## src/rtl/uio_arb_pkg.sv

```systemverilog
// Shared types and constants for the uio pad-bus arbiter and its helpers.
// Kept separate so future internal arbiters can reuse the pad constants.

package uio_arb_pkg;

    typedef enum logic [1:0] {
        IDLE = 2'd0,
        TURN = 2'd1,
        OWN  = 2'd2
    } arb_state_t;

    localparam logic DIR_READ  = 1'b0;
    localparam logic DIR_WRITE = 1'b1;

    localparam int UIO_W = 8;

    localparam logic [UIO_W-1:0] OE_ALL  = 8'hFF;
    localparam logic [UIO_W-1:0] OE_NONE = 8'h00;

    // Cyclic increment used to advance round-robin pointers.
    function automatic int wrap_inc(input int idx, input int n);
        return (idx + 1 >= n) ? 0 : idx + 1;
    endfunction

endpackage

```

## src/rtl/uio_bus_arbiter_rr_picker.sv

```systemverilog
// Combinational round-robin picker: first set request at or after ptr, cyclically.
// Returns the winner as both a one-hot vector and an index.

module rr_picker #(
    parameter int N_REQ = 4,
    parameter int IDX_W = $clog2(N_REQ)
) (
    input  logic [N_REQ-1:0] req,
    input  logic [IDX_W-1:0] ptr,
    output logic [N_REQ-1:0] pick,
    output logic [IDX_W-1:0] idx,
    output logic             valid
);

    logic [IDX_W-1:0] cand;

    always_comb begin
        pick  = '0;
        idx   = '0;
        valid = 1'b0;
        cand  = '0;
        for (int k = 0; k < N_REQ; k++) begin
            cand = IDX_W'((int'(ptr) + k) % N_REQ);
            if (!valid && req[cand]) begin
                valid     = 1'b1;
                pick[cand] = 1'b1;
                idx       = cand;
            end
        end
    end

endmodule

```

## src/rtl/uio_bus_arbiter.sv

```systemverilog
// Shares the bidirectional uio pad bus among N_REQ engines: round-robin grant,
// per-grant direction, burst limit and a pad turnaround gap. Option: UIO_ARB_PRIO0_EN.

module uio_bus_arbiter
    import uio_arb_pkg::*;
#(
    parameter int N_REQ     = 4,
    parameter int MAX_BURST = 15,
    parameter int TURN_CYC  = 1
) (
    input  logic               clk,
    input  logic               rst,
    input  logic               ena,
    input  logic [N_REQ-1:0]   req,
    input  logic [N_REQ-1:0]   dir,
    input  logic [N_REQ-1:0]   last,
    input  logic [8*N_REQ-1:0] wdata,
    output logic [N_REQ-1:0]   gnt,
    output logic               beat,
    output logic [7:0]         rdata,
    output logic               rvalid,
    input  logic [7:0]         uio_in,
    output logic [7:0]         uio_out,
    output logic [7:0]         uio_oe,
    output logic               busy
);

    localparam int IDX_W = $clog2(N_REQ);
    localparam logic [1:0] TURN_LAST = 2'((TURN_CYC > 0) ? TURN_CYC - 1 : 0);

    arb_state_t       state;
    logic [IDX_W-1:0] rr_ptr;
    logic [IDX_W-1:0] owner;
    logic             own_dir;
    logic             cur_dir;
    logic [7:0]       beat_cnt;
    logic [1:0]       turn_cnt;

    logic [N_REQ-1:0] pick_oh;
    logic [IDX_W-1:0] pick_idx;
    logic             pick_valid;

    logic [N_REQ-1:0] sel_oh;
    logic [IDX_W-1:0] sel_idx;
    logic             sel_upd_ptr;

    logic [N_REQ-1:0] owner_oh;
    logic [UIO_W-1:0] own_wdata;
    logic             own_req;
    logic             own_last;
    logic             burst_done;
    logic             release_now;

    rr_picker #(
        .N_REQ (N_REQ),
        .IDX_W (IDX_W)
    ) u_picker (
        .req   (req),
        .ptr   (rr_ptr),
        .pick  (pick_oh),
        .idx   (pick_idx),
        .valid (pick_valid)
    );

`ifdef UIO_ARB_PRIO0_EN
    // Requester 0 pre-empts the rotation and leaves the pointer untouched.
    always_comb begin
        sel_oh      = pick_oh;
        sel_idx     = pick_idx;
        sel_upd_ptr = 1'b1;
        if (req[0]) begin
            sel_oh      = N_REQ'(1);
            sel_idx     = '0;
            sel_upd_ptr = 1'b0;
        end
    end
`else
    always_comb begin
        sel_oh      = pick_oh;
        sel_idx     = pick_idx;
        sel_upd_ptr = 1'b1;
    end
`endif

    assign owner_oh  = N_REQ'(1) << owner;
    assign own_wdata = wdata[{owner, 3'b000} +: UIO_W];
    assign own_req   = req[owner];
    assign own_last  = own_req & last[owner];

    // The beat that brings the count to MAX_BURST is still transferred.
    assign burst_done  = own_req && (({1'b0, beat_cnt} + 9'd1) >= 9'(MAX_BURST));
    assign release_now = !own_req || own_last || burst_done || !ena;

    assign beat = |(req & gnt);

    always_ff @(posedge clk or posedge rst) begin
        if (rst) begin
            state    <= IDLE;
            rr_ptr   <= '0;
            owner    <= '0;
            own_dir  <= DIR_READ;
            cur_dir  <= DIR_READ;
            beat_cnt <= '0;
            turn_cnt <= '0;
            gnt      <= '0;
            uio_out  <= '0;
            uio_oe   <= OE_NONE;
            rdata    <= '0;
            rvalid   <= 1'b0;
            busy     <= 1'b0;
        end else begin
            rvalid <= 1'b0;
            unique case (state)
                IDLE: begin
                    if (ena && pick_valid) begin
                        owner   <= sel_idx;
                        own_dir <= dir[sel_idx];
                        busy    <= 1'b1;
                        if (sel_upd_ptr) begin
                            rr_ptr <= IDX_W'(wrap_inc(int'(sel_idx), N_REQ));
                        end
                        if ((dir[sel_idx] != cur_dir) && (TURN_CYC > 0)) begin
                            state    <= TURN;
                            turn_cnt <= '0;
                            gnt      <= '0;
                            uio_oe   <= OE_NONE;
                        end else begin
                            state    <= OWN;
                            cur_dir  <= dir[sel_idx];
                            beat_cnt <= '0;
                            gnt      <= sel_oh;
                            uio_oe   <= (dir[sel_idx] == DIR_WRITE) ? OE_ALL : OE_NONE;
                        end
                    end
                end

                // Pads stay released while the external side changes direction.
                TURN: begin
                    if (turn_cnt == TURN_LAST) begin
                        state    <= OWN;
                        cur_dir  <= own_dir;
                        beat_cnt <= '0;
                        gnt      <= owner_oh;
                        uio_oe   <= (own_dir == DIR_WRITE) ? OE_ALL : OE_NONE;
                    end else begin
                        turn_cnt <= turn_cnt + 2'd1;
                    end
                end

                OWN: begin
                    if (own_req) begin
                        if (own_dir == DIR_WRITE) begin
                            uio_out <= own_wdata;
                        end else begin
                            rdata  <= uio_in;
                            rvalid <= 1'b1;
                        end
                        if (beat_cnt != 8'hFF) begin
                            beat_cnt <= beat_cnt + 8'd1;
                        end
                    end
                    if (release_now) begin
                        state  <= IDLE;
                        gnt    <= '0;
                        uio_oe <= OE_NONE;
                        busy   <= 1'b0;
                    end
                end

                default: begin
                    state  <= IDLE;
                    gnt    <= '0;
                    uio_oe <= OE_NONE;
                    busy   <= 1'b0;
                end
            endcase
        end
    end

endmodule

```

## config.mk

```make
export PLATFORM = sky130hd
export DESIGN_NAME = uio_bus_arbiter
export DESIGN_NICKNAME = d
export VERILOG_FILES = /design/src/rtl/uio_arb_pkg.sv /design/src/rtl/uio_bus_arbiter_rr_picker.sv /design/src/rtl/uio_bus_arbiter.sv
export SDC_FILE = /design/constraint.sdc
export NUM_CORES = 1
export LEC_CHECK = 0
export CAP_MARGIN = 20
export CORE_ASPECT_RATIO = 1.1
export CORE_MARGIN = 3
export CORE_UTILIZATION = 52
export CTS_BUF_LIST = sky130_fd_sc_hd__clkbuf_4 sky130_fd_sc_hd__clkbuf_8
export CTS_CLUSTER_DIAMETER = 30
export DETAILED_ROUTE_END_ITERATION = 16
export MAX_ROUTING_LAYER = met4
export PLACE_DENSITY_LB_ADDON = 0.08
export SLEW_MARGIN = 15
export SYNTH_ARGS = -nofsm -noshare
export SYNTH_HDL_FRONTEND = slang
export SYNTH_HIERARCHICAL = 1
export SYNTH_SLANG_ARGS = --single-unit
```

## constraint.sdc

```tcl
create_clock -name clk -period 5.6 [get_ports clk]
set_clock_uncertainty 0.2 [all_clocks]
set_input_delay 0.84 -clock clk [delete_from_list [all_inputs] [get_ports clk]]
set_output_delay 0.84 -clock clk [all_outputs]
set_load 0.02 [all_outputs]
```

Word-level counts from Yosys, hierarchy flattened
Index checks and enable logic that the tools add are counted.
{ "totals": {"register_bits": 48, "mem_bits_ro": 0, "wordCells": 155, "latchBits": 0, "ramBits": 0, "n_memories": 0} }
{ "classes": {"n_addsub": 7, "muxes": 72, "multipliers": 0, "bitwise_logic": 7, "eq_ne": 12, "n_shift": 2, "magnitude_cmp": 12, "div": 0, "reduce_logical": 30} }
{ "op_table": {"columns": ["cell", "n"], "rows": [
  ["2-to-1 mux 8 bit", 11],
  ["one-hot mux 8 bit (3 select lines)", 2],
  ["2-to-1 mux 4 bit", 8],
  ["variable part select 32 x 6 -> 8 bit", 1],
  ["2-to-1 mux 2 bit", 12],
  ["2-to-1 mux 1 bit", 23],
  ["less-than comparator 2 x 3 -> 1 bit, second input constant", 6],
  ["inequality test 2 bit, second input constant", 8],
  ["binary-select mux 1 bit (select 2 bit)", 7],
  ["OR 4 bit", 3],
  ["one-hot mux 4 bit (3 select lines)", 1],
  ["AND reduction 3 bit", 4],
  ["adder 8 x 1 -> 9 bit, second input constant", 1],
  ["greater-or-equal comparator 9 x 4 -> 1 bit, second input constant", 1],
  ["logical AND 1 bit", 9],
  ["adder 8 x 1 -> 8 bit, second input constant", 1],
  ["demux 1 bit (select 2 bit)", 4],
  ["greater-or-equal comparator 2 x 1 -> 1 bit, second input constant", 4],
  ["inequality test 8 bit, second input constant", 1],
  ["AND reduction 4 bit", 2],
  ["one-hot mux 2 bit (3 select lines)", 1],
  ["AND reduction 6 bit", 1],
  ["zero test 1 bit", 5],
  ["adder 2 x 1 -> 2 bit, second input constant", 2],
  ["19 further kinds", 24]
]} }

Logic depth before layout (Yosys ltp)
Gate-level depths: netlist of run 1.
{ "logic_depth": {"word_depth": 18, "ltp_mapped": 15, "depth_no_buf": 13} }

By module
Netlist of run 1, hierarchy kept.
{ "modules_own_cells": {"columns": ["mod", "area_each_um2", "seq_area_each_um2", "cells_each", "instances"], "rows": [
  ["uio_bus_arbiter", 2378.5, 1026.0, 208, 1],
  ["rr_picker", 421.7, 0.0, 45, 1]
]} }

Least setup slack after synthesis of run 1
OpenSTA, ideal clock, no wires.
{ "synth_timing": {"kind": "input -> register", "startpoint": "in req[3]", "endpoint": "reg beat_cnt[7]", "arrival_time_ps": 3609, "n_path_buf": 1, "setup_time_ps": 129, "path_stages": 10, "slack_ps": 1662, "cell_sequence": "mux4_2 clkbuf_1 o31ai_1 mux4_2 ha_1 nor2b_1 nor2_1 o32ai_4 o21ai_0 o41ai_1"} }
{ "synth_between": {"elab_chain_len": 17, "word_cells_on_any_way": 32, "cone_classes": "4 x eq/ne; 20 x mux; 8 x reduce/logical"} }
{ "synth_lines": {"columns": ["element", "line", "source"], "rows": [
  ["from (decl)", "uio_bus_arbiter.sv:14", "input logic [N_REQ-1:0] req,"],
  ["binary-select mux 1 bit (select 2 bit)", "uio_bus_arbiter_rr_picker.sv:24", "if (!valid && req[cand]) begin"],
  ["2-to-1 mux 1 bit (not written as such)", "uio_bus_arbiter_rr_picker.sv:24", null],
  ["2-to-1 mux 1 bit", "uio_bus_arbiter_rr_picker.sv:24", null],
  ["zero test 1 bit", "uio_bus_arbiter_rr_picker.sv:24", null],
  ["logical AND 1 bit", "uio_bus_arbiter_rr_picker.sv:24", null],
  ["2-to-1 mux 1 bit", "uio_bus_arbiter_rr_picker.sv:24", null],
  ["zero test 1 bit", "uio_bus_arbiter_rr_picker.sv:24", null],
  ["logical AND 1 bit", "uio_bus_arbiter_rr_picker.sv:24", null],
  ["[... 2 more ...]", null, null],
  ["logical AND 1 bit", "uio_bus_arbiter_rr_picker.sv:24", null],
  ["2-to-1 mux 2 bit *", "uio_bus_arbiter_rr_picker.sv:24", null],
  ["net pick_idx[0]", "uio_bus_arbiter.sv:40", "logic [IDX_W-1:0] pick_idx;"],
  ["binary-select mux 1 bit (select 2 bit) *", "uio_bus_arbiter.sv:122", "if ((dir[sel_idx] != cur_dir) && (TURN_CYC > 0)) begin"],
  ["2-to-1 mux 1 bit (not written as such) *", "uio_bus_arbiter.sv:122", null],
  ["inequality test 1 bit *", "uio_bus_arbiter.sv:122", null],
  ["inequality test 2 bit (no line) *", null, null],
  ["AND reduction 6 bit (no line) *", null, null],
  ["to (signal assigned)", "uio_bus_arbiter.sv:159", "beat_cnt <= beat_cnt + 8'd1;"],
  ["to (decl)", "uio_bus_arbiter.sv:36", "logic [7:0] beat_cnt;"]
]} }
Mark *: on every way through the listed nets, which the timed path passes. The rest lies on a longest branch. The select of a mux whose other input is x is not followed.
A chain may end at the register's enable or synchronous reset.

Final worst setup path of run 1
{ "layout_timing": {"startpoint": "in req[0]", "endpoint": "reg beat_cnt[7]"} }
The elaborated chain is that of the path after synthesis.

==> impl.org, run 1 <==
** Run status
- Run status :: finished clean

** Yosys
- Sequential element share of the synthesized area :: 36.64%
- By count the netlist is led by sky130_fd_sc_hd__dfrtp_1, sky130_fd_sc_hd__o21ai_0, sky130_fd_sc_hd__inv_1, sky130_fd_sc_hd__nand2_1.
- The synthesized design contains 0 enable-type register cells.
- Post-synthesis simple-gate area fraction :: around an eighth
- By area the synthesized netlist is led by sky130_fd_sc_hd__dfrtp_1, sky130_fd_sc_hd__mux4_2, sky130_fd_sc_hd__mux2_2.
- Main combinational cell family by area after synthesis :: multiplexers
- Yosys mapped the design onto 50 distinct sky130hd cell types.
- For this run, asynchronously set or reset flops after synthesis account for between 90% and 100%.
- Xor/xnor share of the synthesized area :: 0.9383%
- The synthesized netlist devotes approximately 16% of its cell area to compound gates.
- In the synthesized netlist the dominant register cell turns out to be sky130_fd_sc_hd__dfrtp_1.
- Mapped cell area :: 0.002800 mm^2
- Proportion of synthesized area in mux cells :: 23.01%
- Cell type contributing the most total cell area after synthesis :: sky130_fd_sc_hd__dfrtp_1
- The Yosys step of the flow raised 6 warnings.
- Post-synthesis average cell area :: about 11 um^2
- Number of nets in the synthesized netlist :: approximately 320
- Flops & latches, synth :: 41
- sky130_fd_sc_hd__dfrtp_1 is the most common cell in the netlist.
- Synthesized instance count :: 253
- Summing the areas of all fa, ha and maj instances in the mapped netlist gives 4.468% of the synthesized area.
- The share of synthesized area in the top cell type comes to a little over a third.

** Placed design
- Placed Instances :: about 400
- The placed instances occupy a cell area of 0.003622 mm^2.
- Pre-CTS setup slack :: 0.8158 ns
- Buffers placed on the I/O ports in this run total 85.
- The HPWL after detailed placement is 5235 um.
- Final weighted congestion in routability-driven placement :: 0.8506

** Critical path
- Sort of element at the start of the critical path :: input port
- The critical path in this run is classified as in -> reg.
- STA puts the critical path data arrival time at 4.47 ns.
- Data required time at the worst endpoint :: 5.58 ns
- Count of cells along the worst register-to-register path :: 13
- The most critical setup path has its startpoint at req[0].
- Crit Reg-Reg Endpoint :: beat_cnt[7]
- Category of the worst setup path capture point :: register
- Largest fanout of any net on the critical path :: 8
- Internal reg-to-reg setup slack :: 1.24 ns
- Reg2Reg Launch Point :: rr_ptr[0]
- End of the critical path :: beat_cnt[7]

** Finish
- Number of nets in the layout :: 391
- Fin util :: 72.85%
- Cell area after layout :: 0.003716 mm^2
- Cells with a size suffix above 1 make up between 10% and 20% of the layout.
- Across the whole layout, storage elements account for slightly above 0.001 mm^2.
- The number of antenna diodes in the final layout is 0.
- Fill cells in the final layout number 389.
- Compared with the post-synthesis result, the final layout area differs by 32.71%.
- In the final layout, the multi-input gates occupy between 0.0015 and 0.002 mm^2.
- Final non-filler cell total :: 399

** Timing
- Setup violation total in the final timing report :: 0
- The number of pins with negative max-slew slack in the final report is 0.
- Setup repair after global routing missed its margin :: no
- After layout, the worst path uses 80.08% of the clock period.
- Setup tns final :: 0 ns
- Final hold analysis gives a worst-case slack of 0.2944 ns.
- Final worst-path setup slack :: roughly 1.1 ns
- Fmax :: 0.2230 GHz
- The hold violation total from the final report was 0.
- Max-slew headroom :: 44.25%
- The routed design could run at a clock period as short as approximately 4.5 ns.
- For the pin with the worst max-slew slack, the measured transition is between 0.8 and 0.9 ns.

** GRT
- The via count of the first global-routing pass came to 2,285.
- Layer with the highest usage after global routing :: met2
- The total overflow left after global routing is 0.
- Initial antenna violation count :: 0
- Maximum number of pins on one net before global-route repair :: 42
- Global routing used between 20% and 30% of the available met1 tracks.
- Met2 routing resource usage after global routing :: 41.94%
- For this run, the total global-route usage over all layers was measured as between 20% and 30%.
- Met3 usage in global routing :: under 10%
- The first global-routing pass estimated 11,310 um of wire.

** Die
- The initial utilization of the core area, before any placement, comes to 54.89%.
- The floorplan step defined a die boundary enclosing about 0.0063 mm^2.
- Io pins :: 86
- Die height :: 82.97 um
- The initialized floorplan defines 27 standard-cell rows.
- The floorplan step set the die width to around 76 um.
- After floorplanning, the core was sized to cover 0.005101 mm^2.

** Pwr
- The design draws 1.916 mW.
- In this run the static leakage power is 1.577 nW.
- In this run the power density over the cells is 515.5 mW/mm^2.
- The worst-case IR drop observed on VDD is 0.0003909 V.

** CTS
- Clock tree synthesis found a total of 41 sinks.
- Clock H-tree levels :: 2
- TritonCTS built the clock tree.
- In this run, CTS created clock tree buffers numbering 5.
- Worst-skew pair later-pin latency :: 0.31 ns
- After clock tree synthesis, the setup repair step added 0 buffers.
- Post_cts resized :: 0
- The clock passes through at most 2 buffers.
- After clock tree synthesis, the clock-pin slew on the worst setup and hold paths is 0.08 ns.
- Number of hold buffers added after CTS :: 0
- CTS Root Cell :: sky130_fd_sc_hd__clkbuf_8

** Detailed routing
- Final routed wirelength across all metal layers :: 6643 um
- The detailed router placed 2,259 vias in this run.
- Detailed router's first-iteration violation count :: 89
- For this run, design rule violations remaining after detail routing come to 0.
- Post-route antenna net violation count :: 0
- Detailed-route wire length per cell :: between 15 and 20 um
- Using the TritonRoute via totals, the vias-per-cell ratio works out to 5.662.
- The first detailed-routing pass ran for 4 iterations.

** Job
- Across the run, the number of max-cap violations was 0.

** Min path
- Hold Path Class :: reg -> reg
[layout by cell type, fill, tap and decap left out, drive strengths merged, types with 4 or more instances in the layout]
| cell | n |
|---|---|
| nand2 | 15 |
| clkbuf | 5 |
| nand3 | 6 |
| a21o | 7 |
| o21ai | 18 |
| clkdlybuf4s50 | 85 |
| dfrtp | 41 |
| nand2b | 5 |
| nor3 | 10 |
| a22oi | 11 |
| mux4 | 15 |
| mux2 | 20 |
| ha | 10 |
| a32oi | 4 |
| mux2i | 4 |
| nor2 | 12 |
| o31ai | 5 |
| inv | 15 |
[power breakdown]
part | internal [mW] | switching (mW)
registers | 0.409 | 0.149
logic | 0.599 | 0.555
clock network | 0.0899 | 0.114
total | 1.10 | 0.818
[worst min path at each step]
stage                        to  cells past startpoint  slack, ns   startpoint
floorplan           turn_cnt[1]                      2       0.25  turn_cnt[1]
global placement    turn_cnt[1]                      2       0.26  turn_cnt[1]
detailed placement  turn_cnt[1]                      2       0.27  turn_cnt[1]
CTS                 turn_cnt[1]                      2       0.29  turn_cnt[1]
global route        turn_cnt[0]                      1       0.32  turn_cnt[0]
finish              turn_cnt[1]                      2       0.29  turn_cnt[1]
[state kept, by name (all words and copies together) (netlist names)]
register / count
beat_cnt: 8
rdata: 8
uio_out: 8
gnt: 4
owner: 2
rr_ptr: 2
state: 2
turn_cnt: 2
busy: 1
cur_dir: 1
own_dir: 1
rvalid: 1
uio_oe: 1
[layer usage]
layer	vias to the layer above	routed length, um
met5	-	0
met4	0	84
met3	9	238
met2	49	3728
met1	1098	2592
li1	1103	-
[cell type report]
class                      count  share of cell area [%]
clock buffer                   5                   1.852
clock inverter                 3                  0.6734
inverter                      14                   1.414
multi-input combinational    178                   42.93
sequential                    41                   27.61
tap                           72                   2.424
timing repair buffer          86                   23.10
[worst max-delay path: stages]
cell	delay (ns)
sky130_fd_sc_hd__clkdlybuf4s50_1	0.51
sky130_fd_sc_hd__mux4_1	0.67
sky130_fd_sc_hd__nor2b_1	0.15
sky130_fd_sc_hd__nor2_1	0.05
sky130_fd_sc_hd__o31ai_1	0.47
sky130_fd_sc_hd__mux4_2	0.60
sky130_fd_sc_hd__ha_1	0.32
sky130_fd_sc_hd__nor2b_1	0.18
sky130_fd_sc_hd__nor2_1	0.21
sky130_fd_sc_hd__o32ai_4	0.16
sky130_fd_sc_hd__o21ai_0	0.21
sky130_fd_sc_hd__o41ai_1	0.10
[cells by family after synthesis]
group / count (synthesis)
XOR/XNOR: 3
multiplexers: 39
AND/OR/NAND/NOR: 65
buffers and inverters: 34
AO/OA/AOI/OAI: 61
flip-flops: 41
adder cells (fa/ha/maj): 10
No activity file was read; power rests on OpenSTA's default activity.
==> inputs of run 2 (changes only) <==
--- a/config.mk
+++ b/config.mk
@@ -8,7 +8,7 @@
 export CAP_MARGIN = 20
 export CORE_ASPECT_RATIO = 1.1
 export CORE_MARGIN = 3
-export CORE_UTILIZATION = 52
+export CORE_UTILIZATION = 49
 export CTS_BUF_LIST = sky130_fd_sc_hd__clkbuf_4 sky130_fd_sc_hd__clkbuf_8
 export CTS_CLUSTER_DIAMETER = 30
 export DETAILED_ROUTE_END_ITERATION = 16
==> constraint.sdc (replaced) <==
create_clock -name clk -period 4.2 [get_ports clk]
set_clock_uncertainty 0.2 [all_clocks]
set_input_delay 0.63 -clock clk [delete_from_list [all_inputs] [get_ports clk]]
set_output_delay 0.63 -clock clk [all_outputs]
set_load 0.02 [all_outputs]
==> impl.org, run 2 (synthesized netlist as in run 1, its figures left out) <==
** Die
- Initial standard-cell utilization of the core :: 51.24%
- Io pins :: 86
- Core Region :: 0.005465 mm^2
- The die is ~85 um tall.
- Die extent in x :: between 70 and 80 um
- In this run the core area contains 28 standard-cell rows.
- Area enclosed by the die boundary :: 0.006659 mm^2

** Detailed routing
- Detailed-route wire length per cell :: 16.83 um
- Post-route antenna net violation count :: 0
- In the routed design, unresolved DRC markers number 0.
- Summed over all layers, the routed wires come to 6969 um.
- The detailed router placed 2,329 vias in this run.
- In this run, the number of DRC markers left after iteration 0 of detailed routing was 102.
- DRT Pass-1 Iters :: 4
- Number of vias per cell after detailed routing :: 5.626

** GRT
- The initial antenna violation count was 0.
- The total overflow left after global routing is 0.
- Maximum number of pins on one net before global-route repair :: 42
- First-pass GRT wire length :: 11,680 um
- Across every metal layer, demand over resource in global routing totals 23.02%.
- The via count of the first global-routing pass is 2,366.

** CTS
- After clock tree synthesis, the clock-pin slew on the worst setup and hold paths is 0.09 ns.
- TritonCTS clock tree :: built
- Number of buffers on the longest clock path :: 2
- Clock latency on the worst-skew pair, taken at its later pin, is 0.29 ns.
- In this run the number of H-tree levels came out at 2.
- Clock buffers created by TritonCTS :: 5
- Post_cts resized :: 0
- Buffers added to address setup during post-CTS repair amount to 0.
- In this run, post-CTS hold repair placed 0 buffers.
- The tree built by TritonCTS fans out to between 40 and 50 sinks.
- CTS Root Cell :: sky130_fd_sc_hd__clkbuf_8

** Finish
- Number of fillers in the final layout :: ~460
- Signed area change from the synthesized netlist to the final layout :: 36.06%
- The finished layout holds 414 standard cells, fillers aside.
- At the end of the flow, the number of nets in the layout was slightly above 400.
- Commonest cells after routing, fill and taps aside :: sky130_fd_sc_hd__clkdlybuf4s50_1, sky130_fd_sc_hd__dfrtp_1, sky130_fd_sc_hd__o21ai_0
- Layout cell share with drive strength beyond 1 :: between 10% and 20%
- Commonest non-fill, non-tap cell in the layout :: sky130_fd_sc_hd__clkdlybuf4s50_1
- Total inserted antenna cells :: 0
- In the final layout, the registers with the most flip-flops are beat_cnt: 8 flops, rdata: 8 flops, uio_out: 8 flops.

** Pwr
- The worst-case IR drop observed on VDD is around 0.00043 V.
- Power density over the cells :: 698.7 mW/mm^2
- P_leak :: 1.637 nW

** Min path
- The path class of the tightest hold or removal check is reg -> reg.

** Timing
- The final critical path takes up a little over nine tenths of the cycle.
- Setup repair after global routing left no endpoint under its margin.
- Final hold analysis gives a worst-case slack of 0.2999 ns.
- The number of pins with negative max-slew slack in the final report is 0.
- Derived from the worst setup path, the maximum achievable clock frequency is between 0.2 and 0.3 GHz.
- Post-layout minimum cycle time :: 3.976 ns
- Least-Margin Pin Slew :: 0.5818 ns
- Setup violations remaining at the end of the flow were counted as 0.
- Max-slew headroom :: 61.21%
- The hold violation total from the final report is 0.

** Run status
- The run finished with clean final reports.

** Placed design
- The HPWL after detailed placement is 5582 um.
- Final weighted congestion in routability-driven placement :: around 0.86
- Placed Instances :: 406
- Buffers placed on the I/O ports in this run total 85.

** Job
- Max-cap check violation count :: 0

** Critical path
- Data on the critical path arrives at its endpoint at 3.95 ns.
- Data required time at the worst endpoint :: 4.18 ns
- The worst setup path is launched from an input port.
- Class of the most critical setup path :: in -> reg
- The worst setup path is captured at a register.
- Of all nets on the critical path, the largest fanout is 10.
run 2: cell count changes in the layout (fill, tap and decap cells not counted):
| cell | change |
|---|---|
| sky130_fd_sc_hd__clkinv_4 | -1 |
| sky130_fd_sc_hd__inv_6 | +1 |
| sky130_fd_sc_hd__buf_4 | +12 |
run 2: final timing paths:
path	startpoint	to	slack, ns	depth (start not counted)
worst max register to register	rr_ptr[1]	beat_cnt[7]	0.45	13
worst min register to register	turn_cnt[1]	turn_cnt[1]	0.30	2
max in group asynchronous	rst	beat_cnt[6]	2.86	3
worst min-delay path	turn_cnt[1]	turn_cnt[1]	0.30	2
worst max-delay path	req[3]	beat_cnt[7]	0.22	12
min in group asynchronous	rst	uio_out[2]	0.57	3
run 2: worst max-delay path, stage by stage:
cell and delay (ns):
sky130_fd_sc_hd__clkdlybuf4s50_1 0.51, sky130_fd_sc_hd__mux4_2 0.63, sky130_fd_sc_hd__and2b_2 0.30, sky130_fd_sc_hd__o21ai_0 0.08, sky130_fd_sc_hd__o31ai_1 0.12, sky130_fd_sc_hd__mux4_2 0.58
sky130_fd_sc_hd__ha_1 0.30, sky130_fd_sc_hd__nor2b_1 0.16, sky130_fd_sc_hd__nor2_1 0.18, sky130_fd_sc_hd__o32ai_4 0.16, sky130_fd_sc_hd__o21ai_0 0.21, sky130_fd_sc_hd__o41ai_1 0.09
run 2: per-stage QoR:
| stage | TNS, ns | total power [mW] | util, % | area, um^2 | setup WS (ns) |
|---|---|---|---|---|---|
| final | 0 | 2.662 | 69.71 | 3810 | 0.2242 |
| after global routing | 0 | 2.871 | 69.71 | 3810 | 0.007006 |
| after CTS | 0 | 2.691 | 69.71 | 3810 | 0.2280 |
| after detailed placement | -0.3493 | 2.413 | 67.99 | 3716 | -0.07366 |
| after global placement | 0 | 2.372 | 67.99 | 3716 | 0.02204 |
| after floorplan | 0 | 1.853 | - | 2800 | 0.4449 |
run 2: power breakdown:
| group | internal [mW] | switching [mW] |
|---|---|---|
| logic | 0.883 | 0.816 |
| registers | 0.546 | 0.147 |
| clock network | 0.121 | 0.149 |
| total | 1.55 | 1.11 |
run 2: cell type report:
cell class                      count  area, um^2  share of cell area (%)
Timing Repair Buffer               98       948.4                   24.89
Clock buffer                        5       68.82                   1.806
Clock inverter                      3       25.02                  0.6568
Sequential cell                    41        1026                   26.93
Tap cell                           75       93.84                   2.463
Multi-Input combinational cell    178        1595                   41.87
Inverter                           14       52.55                   1.379
run 2: per-layer routing:
layer | GRT usage (%) | wire length (um)
met2 | 41.90 | 3864
met1 | 26.11 | 2700
met4 | 6.836 | 169
met3 | 3.291 | 234
met5 | - | 0
